[src/rtl/enemy_pkg.sv]
// Shared definitions for the enemy squad: type encoding, slot states and
// the per-type stat table (HP / damage / speed).
package enemy_pkg;

    localparam int TYPE_W = 2;

    typedef enum logic [TYPE_W-1:0] {
        T_SCOUT   = 2'd0,
        T_SOLDIER = 2'd1,
        T_RUNNER  = 2'd2,
        T_TANK    = 2'd3
    } enemy_type_e;

    typedef enum logic [1:0] {
        S_IDLE   = 2'd0,
        S_DEPLOY = 2'd1,
        S_ALIVE  = 2'd2
    } slot_state_e;

    typedef struct packed {
        logic [7:0] hp;
        logic [7:0] dmg;
        logic [1:0] speed;
    } enemy_stats_t;

    // Stat lookup by enemy type.
    function automatic enemy_stats_t enemy_stats(input logic [TYPE_W-1:0] t);
        enemy_stats_t s;
        case (t)
            T_SCOUT:   s = '{hp: 8'd64,  dmg: 8'd4,  speed: 2'd1};
            T_SOLDIER: s = '{hp: 8'd128, dmg: 8'd8,  speed: 2'd1};
            T_RUNNER:  s = '{hp: 8'd32,  dmg: 8'd2,  speed: 2'd2};
            T_TANK:    s = '{hp: 8'd255, dmg: 8'd16, speed: 2'd1};
            default:   s = '{hp: 8'd64,  dmg: 8'd4,  speed: 2'd1};
        endcase
        return s;
    endfunction

endpackage

[src/rtl/enemy_squad_if.sv]
// Bus between the spawn scheduler / battle logic (master) and the enemy
// squad (slave): spawn handshake, move tick, player strikes and results.
interface enemy_squad_if #(
    parameter int N_SLOTS = 4,
    parameter int POS_W   = 9,
    parameter int DMG_W   = 8
);
    import enemy_pkg::*;

    logic                 spawn_valid;
    logic [TYPE_W-1:0]    spawn_type;
    logic                 spawn_ready;
    logic                 move_tick;
    logic [POS_W-1:0]     unit_front;
    logic                 damage_valid;
    logic [DMG_W-1:0]     damage_in;
    logic [POS_W-1:0]     enemy_front;
    logic                 attack_valid;
    logic [DMG_W-1:0]     damage_out;
    logic                 kill_pulse;
    logic [TYPE_W-1:0]    kill_type;
    logic [N_SLOTS-1:0]   alive_mask;

    modport master (
        output spawn_valid, spawn_type, move_tick, unit_front, damage_valid, damage_in,
        input  spawn_ready, enemy_front, attack_valid, damage_out, kill_pulse, kill_type,
               alive_mask
    );

    modport slave (
        input  spawn_valid, spawn_type, move_tick, unit_front, damage_valid, damage_in,
        output spawn_ready, enemy_front, attack_valid, damage_out, kill_pulse, kill_type,
               alive_mask
    );

endinterface

[src/rtl/enemy_slot.sv]
// One enemy slot: IDLE -> DEPLOY -> ALIVE -> IDLE lifecycle, position march
// with clamp at the player front, health and attack contribution.
// Optional feature macro: ENEMY_REGEN_EN (slow health regeneration on ticks).
module enemy_slot
    import enemy_pkg::*;
#(
    parameter int POS_W         = 9,
    parameter int HP_W          = 8,
    parameter int DMG_W         = 8,
    parameter int DEPLOY_CYCLES = 3,
    parameter int REGEN_PERIOD  = 8
) (
    input  logic              clk,
    input  logic              reset,
    input  logic              spawn_en,
    input  logic [TYPE_W-1:0] spawn_type,
    input  logic              move_tick,
    input  logic [POS_W-1:0]  unit_front,
    input  logic              hit_en,
    input  logic [DMG_W-1:0]  damage_in,
    output logic              alive,
    output logic              idle,
    output logic [POS_W-1:0]  pos,
    output logic [TYPE_W-1:0] etype,
    output logic              alive_nxt,
    output logic              idle_nxt,
    output logic [POS_W-1:0]  pos_nxt,
    output logic              attack,
    output logic [DMG_W-1:0]  attack_dmg,
    output logic              killed
);

    localparam int CNT_W = (DEPLOY_CYCLES > 1) ? $clog2(DEPLOY_CYCLES) : 1;
    localparam int EXT_W = (HP_W > DMG_W) ? HP_W : DMG_W;

    slot_state_e        state_r, state_n;
    logic [CNT_W-1:0]   cnt_r, cnt_n;
    logic [POS_W-1:0]   pos_r, pos_n;
    logic [HP_W-1:0]    hp_r, hp_n;
    logic [TYPE_W-1:0]  type_r, type_n;
    logic [DMG_W-1:0]   dmg_r, dmg_n;
    logic [1:0]         spd_r, spd_n;

    enemy_stats_t       spawn_st_s;
    logic [POS_W-1:0]   spd_ext_s;
    logic [POS_W:0]     reach_s;
    logic [POS_W-1:0]   step_pos_s;
    logic               in_range_s;
    logic [HP_W-1:0]    hp_base_s;
    logic [HP_W-1:0]    hp_hit_s;
    logic [EXT_W-1:0]   hp_ext_s;
    logic [EXT_W-1:0]   dmg_ext_s;

`ifdef ENEMY_REGEN_EN
    localparam int RG_W = $clog2(REGEN_PERIOD + 1);
    logic [RG_W-1:0]    regen_r, regen_n;
    logic [HP_W-1:0]    max_hp_r, max_hp_n;
    logic               regen_due_s;
`endif

    // March step / attack decision and post-strike health, from start-of-cycle state.
    always_comb begin
        spawn_st_s = enemy_stats(spawn_type);
        spd_ext_s  = {{(POS_W-2){1'b0}}, spd_r};
        reach_s    = {1'b0, unit_front} + {1'b0, spd_ext_s};
        if ({1'b0, pos_r} >= reach_s) begin
            step_pos_s = pos_r - spd_ext_s;
            in_range_s = 1'b0;
        end else if (pos_r > unit_front) begin
            step_pos_s = unit_front;
            in_range_s = 1'b0;
        end else begin
            step_pos_s = pos_r;
            in_range_s = 1'b1;
        end
`ifdef ENEMY_REGEN_EN
        regen_due_s = (state_r == S_ALIVE) && move_tick &&
                      (regen_r == RG_W'(REGEN_PERIOD - 1));
        if (regen_due_s && (hp_r < max_hp_r)) begin
            hp_base_s = hp_r + {{(HP_W-1){1'b0}}, 1'b1};
        end else begin
            hp_base_s = hp_r;
        end
`else
        hp_base_s = hp_r;
`endif
        hp_ext_s  = EXT_W'(hp_base_s);
        dmg_ext_s = EXT_W'(damage_in);
        if (hp_ext_s > dmg_ext_s) begin
            hp_hit_s = HP_W'(hp_ext_s - dmg_ext_s);
        end else begin
            hp_hit_s = {HP_W{1'b0}};
        end
    end

    // Slot lifecycle next-state: spawn load, deploy countdown, move/attack, death.
    always_comb begin
        state_n    = state_r;
        cnt_n      = cnt_r;
        pos_n      = pos_r;
        hp_n       = hp_r;
        type_n     = type_r;
        dmg_n      = dmg_r;
        spd_n      = spd_r;
        attack     = 1'b0;
        killed     = 1'b0;
`ifdef ENEMY_REGEN_EN
        regen_n    = regen_r;
        max_hp_n   = max_hp_r;
`endif
        case (state_r)
            S_IDLE: begin
                if (spawn_en) begin
                    state_n = S_DEPLOY;
                    cnt_n   = CNT_W'(DEPLOY_CYCLES - 1);
                    pos_n   = {POS_W{1'b1}};
                    hp_n    = HP_W'(spawn_st_s.hp);
                    type_n  = spawn_type;
                    dmg_n   = DMG_W'(spawn_st_s.dmg);
                    spd_n   = spawn_st_s.speed;
`ifdef ENEMY_REGEN_EN
                    regen_n  = {RG_W{1'b0}};
                    max_hp_n = HP_W'(spawn_st_s.hp);
`endif
                end else begin
                    state_n = S_IDLE;
                end
            end
            S_DEPLOY: begin
                if (cnt_r == {CNT_W{1'b0}}) begin
                    state_n = S_ALIVE;
                end else begin
                    cnt_n = cnt_r - {{(CNT_W-1){1'b0}}, 1'b1};
                end
            end
            S_ALIVE: begin
`ifdef ENEMY_REGEN_EN
                if (move_tick) begin
                    regen_n = regen_due_s ? {RG_W{1'b0}} : regen_r + {{(RG_W-1){1'b0}}, 1'b1};
                end else begin
                    regen_n = regen_r;
                end
`endif
                hp_n = hit_en ? hp_hit_s : hp_base_s;
                if (hit_en && (hp_hit_s == {HP_W{1'b0}})) begin
                    state_n = S_IDLE;
                    killed  = 1'b1;
                end else if (move_tick) begin
                    pos_n  = step_pos_s;
                    attack = in_range_s;
                end else begin
                    state_n = S_ALIVE;
                end
            end
            default: begin
                state_n = S_IDLE;
            end
        endcase
        attack_dmg = attack ? dmg_r : {DMG_W{1'b0}};
    end

    // Slot state registers.
    always_ff @(posedge clk) begin
        if (reset) begin
            state_r  <= S_IDLE;
            cnt_r    <= {CNT_W{1'b0}};
            pos_r    <= {POS_W{1'b0}};
            hp_r     <= {HP_W{1'b0}};
            type_r   <= {TYPE_W{1'b0}};
            dmg_r    <= {DMG_W{1'b0}};
            spd_r    <= 2'd0;
`ifdef ENEMY_REGEN_EN
            regen_r  <= {RG_W{1'b0}};
            max_hp_r <= {HP_W{1'b0}};
`endif
        end else begin
            state_r  <= state_n;
            cnt_r    <= cnt_n;
            pos_r    <= pos_n;
            hp_r     <= hp_n;
            type_r   <= type_n;
            dmg_r    <= dmg_n;
            spd_r    <= spd_n;
`ifdef ENEMY_REGEN_EN
            regen_r  <= regen_n;
            max_hp_r <= max_hp_n;
`endif
        end
    end

    assign alive     = (state_r == S_ALIVE);
    assign idle      = (state_r == S_IDLE);
    assign pos       = pos_r;
    assign etype     = type_r;
    assign alive_nxt = (state_n == S_ALIVE);
    assign idle_nxt  = (state_n == S_IDLE);
    assign pos_nxt   = pos_n;

endmodule

[src/rtl/enemy_squad.sv]
// Multi-slot enemy manager for the battlefield lane. Picks the spawn slot,
// routes player strikes to the frontmost enemy, sums attack damage with
// saturation and registers all results.
// Optional feature macro: ENEMY_REGEN_EN (handled inside enemy_slot).
module enemy_squad
    import enemy_pkg::*;
#(
    parameter int N_SLOTS       = 4,
    parameter int POS_W         = 9,
    parameter int HP_W          = 8,
    parameter int DMG_W         = 8,
    parameter int DEPLOY_CYCLES = 3,
    parameter int REGEN_PERIOD  = 8
) (
    input  logic          clk,
    input  logic          reset,
    enemy_squad_if.slave  bus
);

    localparam int SUM_W = DMG_W + 5;

    logic [N_SLOTS-1:0] idle_s, alive_s, idle_nxt_s, alive_nxt_s;
    logic [N_SLOTS-1:0] spawn_sel_s, spawn_en_s, tgt_oh_s, hit_en_s, attack_s, killed_s;
    logic [POS_W-1:0]   pos_s     [N_SLOTS];
    logic [POS_W-1:0]   pos_nxt_s [N_SLOTS];
    logic [TYPE_W-1:0]  type_s    [N_SLOTS];
    logic [DMG_W-1:0]   atk_dmg_s [N_SLOTS];
    logic               spawn_accept_s;
    logic [SUM_W-1:0]   dmg_sum_s;
    logic [DMG_W-1:0]   dmg_sat_s;
    logic [TYPE_W-1:0]  kill_type_s;
    logic [POS_W-1:0]   front_s;

    logic               spawn_ready_r;
    logic [POS_W-1:0]   enemy_front_r;
    logic               attack_valid_r;
    logic [DMG_W-1:0]   damage_out_r;
    logic               kill_pulse_r;
    logic [TYPE_W-1:0]  kill_type_r;
    logic [N_SLOTS-1:0] alive_mask_r;

    for (genvar i = 0; i < N_SLOTS; i++) begin : g_slot
        enemy_slot #(
            .POS_W        (POS_W),
            .HP_W         (HP_W),
            .DMG_W        (DMG_W),
            .DEPLOY_CYCLES(DEPLOY_CYCLES),
            .REGEN_PERIOD (REGEN_PERIOD)
        ) u_slot (
            .clk        (clk),
            .reset      (reset),
            .spawn_en   (spawn_en_s[i]),
            .spawn_type (bus.spawn_type),
            .move_tick  (bus.move_tick),
            .unit_front (bus.unit_front),
            .hit_en     (hit_en_s[i]),
            .damage_in  (bus.damage_in),
            .alive      (alive_s[i]),
            .idle       (idle_s[i]),
            .pos        (pos_s[i]),
            .etype      (type_s[i]),
            .alive_nxt  (alive_nxt_s[i]),
            .idle_nxt   (idle_nxt_s[i]),
            .pos_nxt    (pos_nxt_s[i]),
            .attack     (attack_s[i]),
            .attack_dmg (atk_dmg_s[i]),
            .killed     (killed_s[i])
        );
    end

    // Lowest-index IDLE slot receives an accepted spawn.
    always_comb begin
        logic taken;
        taken       = 1'b0;
        spawn_sel_s = {N_SLOTS{1'b0}};
        for (int i = 0; i < N_SLOTS; i++) begin
            spawn_sel_s[i] = idle_s[i] & ~taken;
            taken          = taken | idle_s[i];
        end
        spawn_accept_s = bus.spawn_valid & spawn_ready_r;
        spawn_en_s     = spawn_sel_s & {N_SLOTS{spawn_accept_s}};
    end

    // Strike target: ALIVE slot with the lowest position, ties to lowest index.
    always_comb begin
        logic             found;
        logic [POS_W-1:0] best;
        found    = 1'b0;
        best     = {POS_W{1'b1}};
        tgt_oh_s = {N_SLOTS{1'b0}};
        for (int i = 0; i < N_SLOTS; i++) begin
            if (alive_s[i] && (!found || (pos_s[i] < best))) begin
                tgt_oh_s    = {N_SLOTS{1'b0}};
                tgt_oh_s[i] = 1'b1;
                found       = 1'b1;
                best        = pos_s[i];
            end else begin
                found = found;
            end
        end
        hit_en_s = tgt_oh_s & {N_SLOTS{bus.damage_valid}};
    end

    // Saturating attack sum, killed-slot type and post-edge front position.
    always_comb begin
        dmg_sum_s   = {SUM_W{1'b0}};
        kill_type_s = {TYPE_W{1'b0}};
        front_s     = {POS_W{1'b1}};
        for (int i = 0; i < N_SLOTS; i++) begin
            dmg_sum_s   = dmg_sum_s + SUM_W'(atk_dmg_s[i]);
            kill_type_s = kill_type_s | (killed_s[i] ? type_s[i] : {TYPE_W{1'b0}});
            if (alive_nxt_s[i] && (pos_nxt_s[i] < front_s)) begin
                front_s = pos_nxt_s[i];
            end else begin
                front_s = front_s;
            end
        end
        if (dmg_sum_s > SUM_W'({DMG_W{1'b1}})) begin
            dmg_sat_s = {DMG_W{1'b1}};
        end else begin
            dmg_sat_s = dmg_sum_s[DMG_W-1:0];
        end
    end

    // Registered squad outputs.
    always_ff @(posedge clk) begin
        if (reset) begin
            spawn_ready_r  <= 1'b1;
            enemy_front_r  <= {POS_W{1'b1}};
            attack_valid_r <= 1'b0;
            damage_out_r   <= {DMG_W{1'b0}};
            kill_pulse_r   <= 1'b0;
            kill_type_r    <= {TYPE_W{1'b0}};
            alive_mask_r   <= {N_SLOTS{1'b0}};
        end else begin
            spawn_ready_r  <= |idle_nxt_s;
            enemy_front_r  <= front_s;
            attack_valid_r <= |attack_s;
            damage_out_r   <= dmg_sat_s;
            kill_pulse_r   <= |killed_s;
            kill_type_r    <= kill_type_s;
            alive_mask_r   <= alive_nxt_s;
        end
    end

    assign bus.spawn_ready  = spawn_ready_r;
    assign bus.enemy_front  = enemy_front_r;
    assign bus.attack_valid = attack_valid_r;
    assign bus.damage_out   = damage_out_r;
    assign bus.kill_pulse   = kill_pulse_r;
    assign bus.kill_type    = kill_type_r;
    assign bus.alive_mask   = alive_mask_r;

endmodule

[src/flat_wrapper.sv]
// flat-port wrapper written by rule: the top's interface ports become plain ports
module enemy_squad_flat import enemy_pkg::*;
#(
    parameter int N_SLOTS       = 4,
    parameter int POS_W         = 9,
    parameter int HP_W          = 8,
    parameter int DMG_W         = 8,
    parameter int DEPLOY_CYCLES = 3,
    parameter int REGEN_PERIOD  = 8
)
  (clk, reset, bus_spawn_valid, bus_spawn_type, bus_move_tick, bus_unit_front, bus_damage_valid, bus_damage_in, bus_spawn_ready, bus_enemy_front, bus_attack_valid, bus_damage_out, bus_kill_pulse, bus_kill_type, bus_alive_mask);
  enemy_squad_if #(.N_SLOTS(N_SLOTS), .POS_W(POS_W), .DMG_W(DMG_W)) bus_i ();
  input  logic clk;
  input  logic reset;
  input wire logic [$bits(bus_i.spawn_valid)-1:0] bus_spawn_valid;
  input wire logic [$bits(bus_i.spawn_type)-1:0] bus_spawn_type;
  input wire logic [$bits(bus_i.move_tick)-1:0] bus_move_tick;
  input wire logic [$bits(bus_i.unit_front)-1:0] bus_unit_front;
  input wire logic [$bits(bus_i.damage_valid)-1:0] bus_damage_valid;
  input wire logic [$bits(bus_i.damage_in)-1:0] bus_damage_in;
  output wire logic [$bits(bus_i.spawn_ready)-1:0] bus_spawn_ready;
  output wire logic [$bits(bus_i.enemy_front)-1:0] bus_enemy_front;
  output wire logic [$bits(bus_i.attack_valid)-1:0] bus_attack_valid;
  output wire logic [$bits(bus_i.damage_out)-1:0] bus_damage_out;
  output wire logic [$bits(bus_i.kill_pulse)-1:0] bus_kill_pulse;
  output wire logic [$bits(bus_i.kill_type)-1:0] bus_kill_type;
  output wire logic [$bits(bus_i.alive_mask)-1:0] bus_alive_mask;
  assign bus_i.spawn_valid = bus_spawn_valid;
  assign bus_i.spawn_type = bus_spawn_type;
  assign bus_i.move_tick = bus_move_tick;
  assign bus_i.unit_front = bus_unit_front;
  assign bus_i.damage_valid = bus_damage_valid;
  assign bus_i.damage_in = bus_damage_in;
  assign bus_spawn_ready = bus_i.spawn_ready;
  assign bus_enemy_front = bus_i.enemy_front;
  assign bus_attack_valid = bus_i.attack_valid;
  assign bus_damage_out = bus_i.damage_out;
  assign bus_kill_pulse = bus_i.kill_pulse;
  assign bus_kill_type = bus_i.kill_type;
  assign bus_alive_mask = bus_i.alive_mask;
  enemy_squad #(.N_SLOTS(N_SLOTS), .POS_W(POS_W), .HP_W(HP_W), .DMG_W(DMG_W), .DEPLOY_CYCLES(DEPLOY_CYCLES), .REGEN_PERIOD(REGEN_PERIOD)) u_core (.clk(clk), .reset(reset), .bus(bus_i));
endmodule
[config.mk]
export PLATFORM = sky130hd
export DESIGN_NAME = enemy_squad_flat
export DESIGN_NICKNAME = d
export VERILOG_FILES = /design/src/rtl/enemy_pkg.sv /design/src/rtl/enemy_squad_if.sv /design/src/rtl/enemy_slot.sv /design/src/rtl/enemy_squad.sv /design/src/flat_wrapper.sv
export SDC_FILE = /design/constraint.sdc
export NUM_CORES = 1
export LEC_CHECK = 0
export ABC_AREA = 0
export BUFFER_PORTS_ARGS = -buffer_cell sky130_fd_sc_hd__buf_2
export CAP_MARGIN = 10
export CORE_ASPECT_RATIO = 0.9
export CORE_UTILIZATION = 40
export DETAILED_ROUTE_END_ITERATION = 8
export GPL_ROUTABILITY_DRIVEN = 0
export SETUP_SLACK_MARGIN = 0.02
export SYNTH_ARGS = -nofsm -noshare
export SYNTH_HDL_FRONTEND = slang
export SYNTH_HIERARCHICAL = 1
export SYNTH_SLANG_ARGS = --single-unit
[constraint.sdc]
create_clock -name clk -period 17 [get_ports clk]
set_input_delay 0.85 -clock clk [delete_from_list [all_inputs] [get_ports clk]]
set_output_delay 0.85 -clock clk [all_outputs]
set_load 0.05 [all_outputs]
==> flow_summary_export.csv <==
group,metric,value,unit
logic_synthesis,yosysMostFrequentCell,"ha_1",
hold_path,hold_start,"u_core/g_slot[0].u_slot/dmg_r[2]$_SDFFE_PP0P_",
floorplanning,initial_core_util,40.9,%
timing,timing.setup.tns,0,ns
logic_synthesis,yosysUniqueCellTypes,107,
outcome,outcome,"complete, no violations",
layout,fin_nets,2080,
hold_path,hold_depth,2,
logic_synthesis,synth_top_flop_cell,"dfxtp_1",
drt,dr.pass1.iters,5,
cts,cts_made_buffers,17,
placement,postPlaceCellArea,0.0150,sq mm
logic_synthesis,ys_warn_count,6,
worst_setup_path,crit_top_cell,"a21oi_1",
cts,cts-resized-gates,0,
floorplanning,die_y,182,um
cts,clockBufferDepth,2,
timing,slew_violations,0,
placement,dp_cells,2280,
logic_synthesis,synth_area_leader_cell,"dfxtp_1",
global_route,grt_max_degree,78,
cts,postCtsSetupRepairBufs,0,
layout,drive_gt1_share,9.22,%
logic_synthesis,synth_area,0.0144,sq mm
drt,drt_iter0_markers,1146,
cts,cts_tree,"built",
logic_synthesis,synthTopCellsByArea,"dfxtp_1, ha_1, a21oi_1, nor2_1, fa_1",
worst_setup_path,cpMaxStageDelayCell,"a2111oi_4",
worst_setup_path,reg2reg_from,"u_core/g_slot[0].u_slot/state_r[1]$_SDFF_PP0_",
global_route,grt_first_pass_wirelength,69.5,mm
logic_synthesis,synthDominantCellAreaShare,19.1,%
worst_setup_path,crit_arrival,14.56,ns
logic_synthesis,synth_edf_count,0,
timing,period_minus_slack,14.26,ns
worst_setup_path,cp-end-kind,"flop",
layout,fill_cells,3560,
worst_setup_path,critical_path_required,17.31,ns
timing,finClkSkew,0.0118,ns
global_route,antenna_found_initial,1,
floorplanning,core,0.0353,sq mm
timing,fin_crit_sh,83.9,%
drt,ant_nets,0,
layout,antenna_cells,0,
placement,port_buffers,49,
hold_path,hold_path_class,"reg2reg",
layout,area_growth,8.00,%
cts,ctsHoldBuffers,0,
worst_setup_path,rr_worst_depth,58,
cts,clock-sinks,138,
power_and_ir_drop,powerDensity,112,mW/mm^2
worst_setup_path,worst_setup_path_start_kind,"flop",
floorplanning,die_w,202,um
logic_synthesis,synthArstFlopShare,0,%
timing,rsz0062_at_grt,"no",
logic_synthesis,ys_seq_area_share,19.1,%
logic_synthesis,synth_common_cells,"ha_1, nor2_1, inv_1",
timing,hold_viol_final,0,
logic_synthesis,ys_ff_latch,138,
logic_synthesis,syn-instance-count,1811,
timing,hold_slack,0.449,ns
job,cap_violations,0,
timing,timing.fmax,0.0701,GHz
worst_setup_path,r2r_slack,2.74,ns
global_route,first_global_vias,13000,
cts,clock_latency,0.42,ns
layout,design_area,0.0156,sq mm
worst_setup_path,worstPathMaxFanout,24,
cts,htree_levels,4,
timing,max_slew_margin,23.0,%
logic_synthesis,synth.avg_cell_area,7.98,sq um
drt,wl,43.4,mm
floorplanning,fp-row-count,65,
layout,layout.cells.non_filler,2312,
drt,vias,13400,
power_and_ir_drop,ir_worst_vdd,0.0000582,V
floorplanning,num_io_pins,50,
timing,worst_slew_pin_slew,1.15,ns
hold_path,hold_end,"u_core/g_slot[0].u_slot/dmg_r[2]$_SDFFE_PP0P_",
placement,dp_hpwl,34.4,mm
cts,clkTransAtPathRegs,0.06,ns
drt,drc,0,
power_and_ir_drop,leakage,6.91,nW
floorplanning,die-area,0.0369,sq mm
drt,via_per_inst,5.79,
worst_setup_path,r2r-end,"u_core/bus.enemy_front[7]$_SDFF_PP1_",
global_route,grtUsageTotal,23.6,%
global_route,grt_overflow,0,
timing,finalSetupViolCount,0,
cts,clock-root-buffer,"clkbuf_16",
worst_setup_path,critPathKind,"reg2reg",
drt,wl_per_cell,18.8,um
worst_setup_path,max_stage_delay,0.77,ns
==> how the worst max path moves through the flow <==
| stage | startpoint | to |
|---|---|---|
| finish | u_core/g_slot[0].u_slot/state_r[1]$_SDFF_PP0_ | u_core/bus.enemy_front[7]$_SDFF_PP1_ |
| global placement | u_core/g_slot[0].u_slot/state_r[1]$_SDFF_PP0_ | u_core/bus.enemy_front[6]$_SDFF_PP1_ |
| CTS | u_core/g_slot[0].u_slot/state_r[1]$_SDFF_PP0_ | u_core/bus.enemy_front[6]$_SDFF_PP1_ |
| detailed placement | u_core/g_slot[0].u_slot/state_r[1]$_SDFF_PP0_ | u_core/bus.enemy_front[4]$_SDFF_PP1_ |
| floorplan | u_core/g_slot[0].u_slot/state_r[1]$_SDFF_PP0_ | u_core/bus.enemy_front[4]$_SDFF_PP1_ |
| global route | u_core/g_slot[0].u_slot/state_r[1]$_SDFF_PP0_ | u_core/bus.enemy_front[7]$_SDFF_PP1_ |
==> worst max-delay path, delay by kind of cell (launching register included) <==
| kind | cells | cell delay, ns |
|---|---|---|
| fa+ha+maj | 6 | 1.73 |
| buf+inv | 4 | 0.88 |
| mux | 2 | 0.75 |
| simple gates | 16 | 2.40 |
| compound gates | 30 | 7.99 |
| flops | 1 | 0.38 |
==> cell usage in the layout, fill, tap and decap left out, drive strengths merged, types with 23 or more instances in the layout <==
master / n
dfxtp: 138
buf: 59
nand2: 141
o21ai: 85
fa: 28
nor3: 58
nand3: 38
inv: 152
xnor2: 43
a211oi: 48
a21oi: 146
ha: 198
nor2b: 44
nand2b: 28
and3: 23
nor2: 169
==> cell type report <==
type / instances / area [sq um] / area share [%]
sequential: 138 / 2760 / 17.7
inverter: 151 / 567 / 3.63
multi-input combinational: 1463 / 10800 / 69.1
clock inverter: 13 / 145 / 0.930
clock buffer: 19 / 433 / 2.78
timing repair buffer: 59 / 323 / 2.07
tap: 469 / 587 / 3.76
==> stage by stage <==
step	util (%)	setup WS, ns	total power [W]
floorplan	-	4.87	0.00113
global placement	42.6	3.72	0.00134
detailed placement	42.6	3.08	0.00136
CTS	44.2	2.95	0.00174
global route	44.2	1.76	0.00188
finish	44.2	2.74	0.00175
==> flip-flops by register name, summed over array words and instances, names as in the netlist <==
signal and cells:
u_core/bus.alive_mask 4, u_core/bus.attack_valid 1, u_core/bus.damage_out 8, u_core/bus.enemy_front 9, u_core/bus.kill_pulse 1, u_core/bus.kill_type 2, u_core/bus.spawn_ready 1, u_core/g_slot.u_slot/cnt_r 8
u_core/g_slot.u_slot/dmg_r 16, u_core/g_slot.u_slot/etype 8, u_core/g_slot.u_slot/hp_base_s 32, u_core/g_slot.u_slot/pos 36, u_core/g_slot.u_slot/spd_r 4, u_core/g_slot.u_slot/state_r 8
==> report_power, final <==
group          internal, W  switching, W  total (W)
sequential        0.000377     0.0000712   0.000448
combinational     0.000348      0.000582   0.000930
clock             0.000217      0.000154   0.000371
total             0.000942      0.000807    0.00175
==> kinds of logic after synthesis <==
logic type                 Yosys count  share of synthesized area [%]
and+or+nand+nor                    616                           21.3
AOI/OAI and AO/OA                  509                           25.6
adders and majority gates          226                           21.0
buffers and inverters              222                           6.60
DFF                                138                           19.1
xor gates and xnor gates            64                           3.88
muxes                               32                           2.33
other                                4                          0.104
==> per-layer routing <==
layer	routed length [um]	GRT usage [%]	share of wire (%)
met5	13	0	0.030
met4	743	5.65	1.7
met3	2250	2.82	5.2
met2	19100	37.4	44
met1	21300	33.8	49
Note: power is estimated with default switching activity, not from simulation.
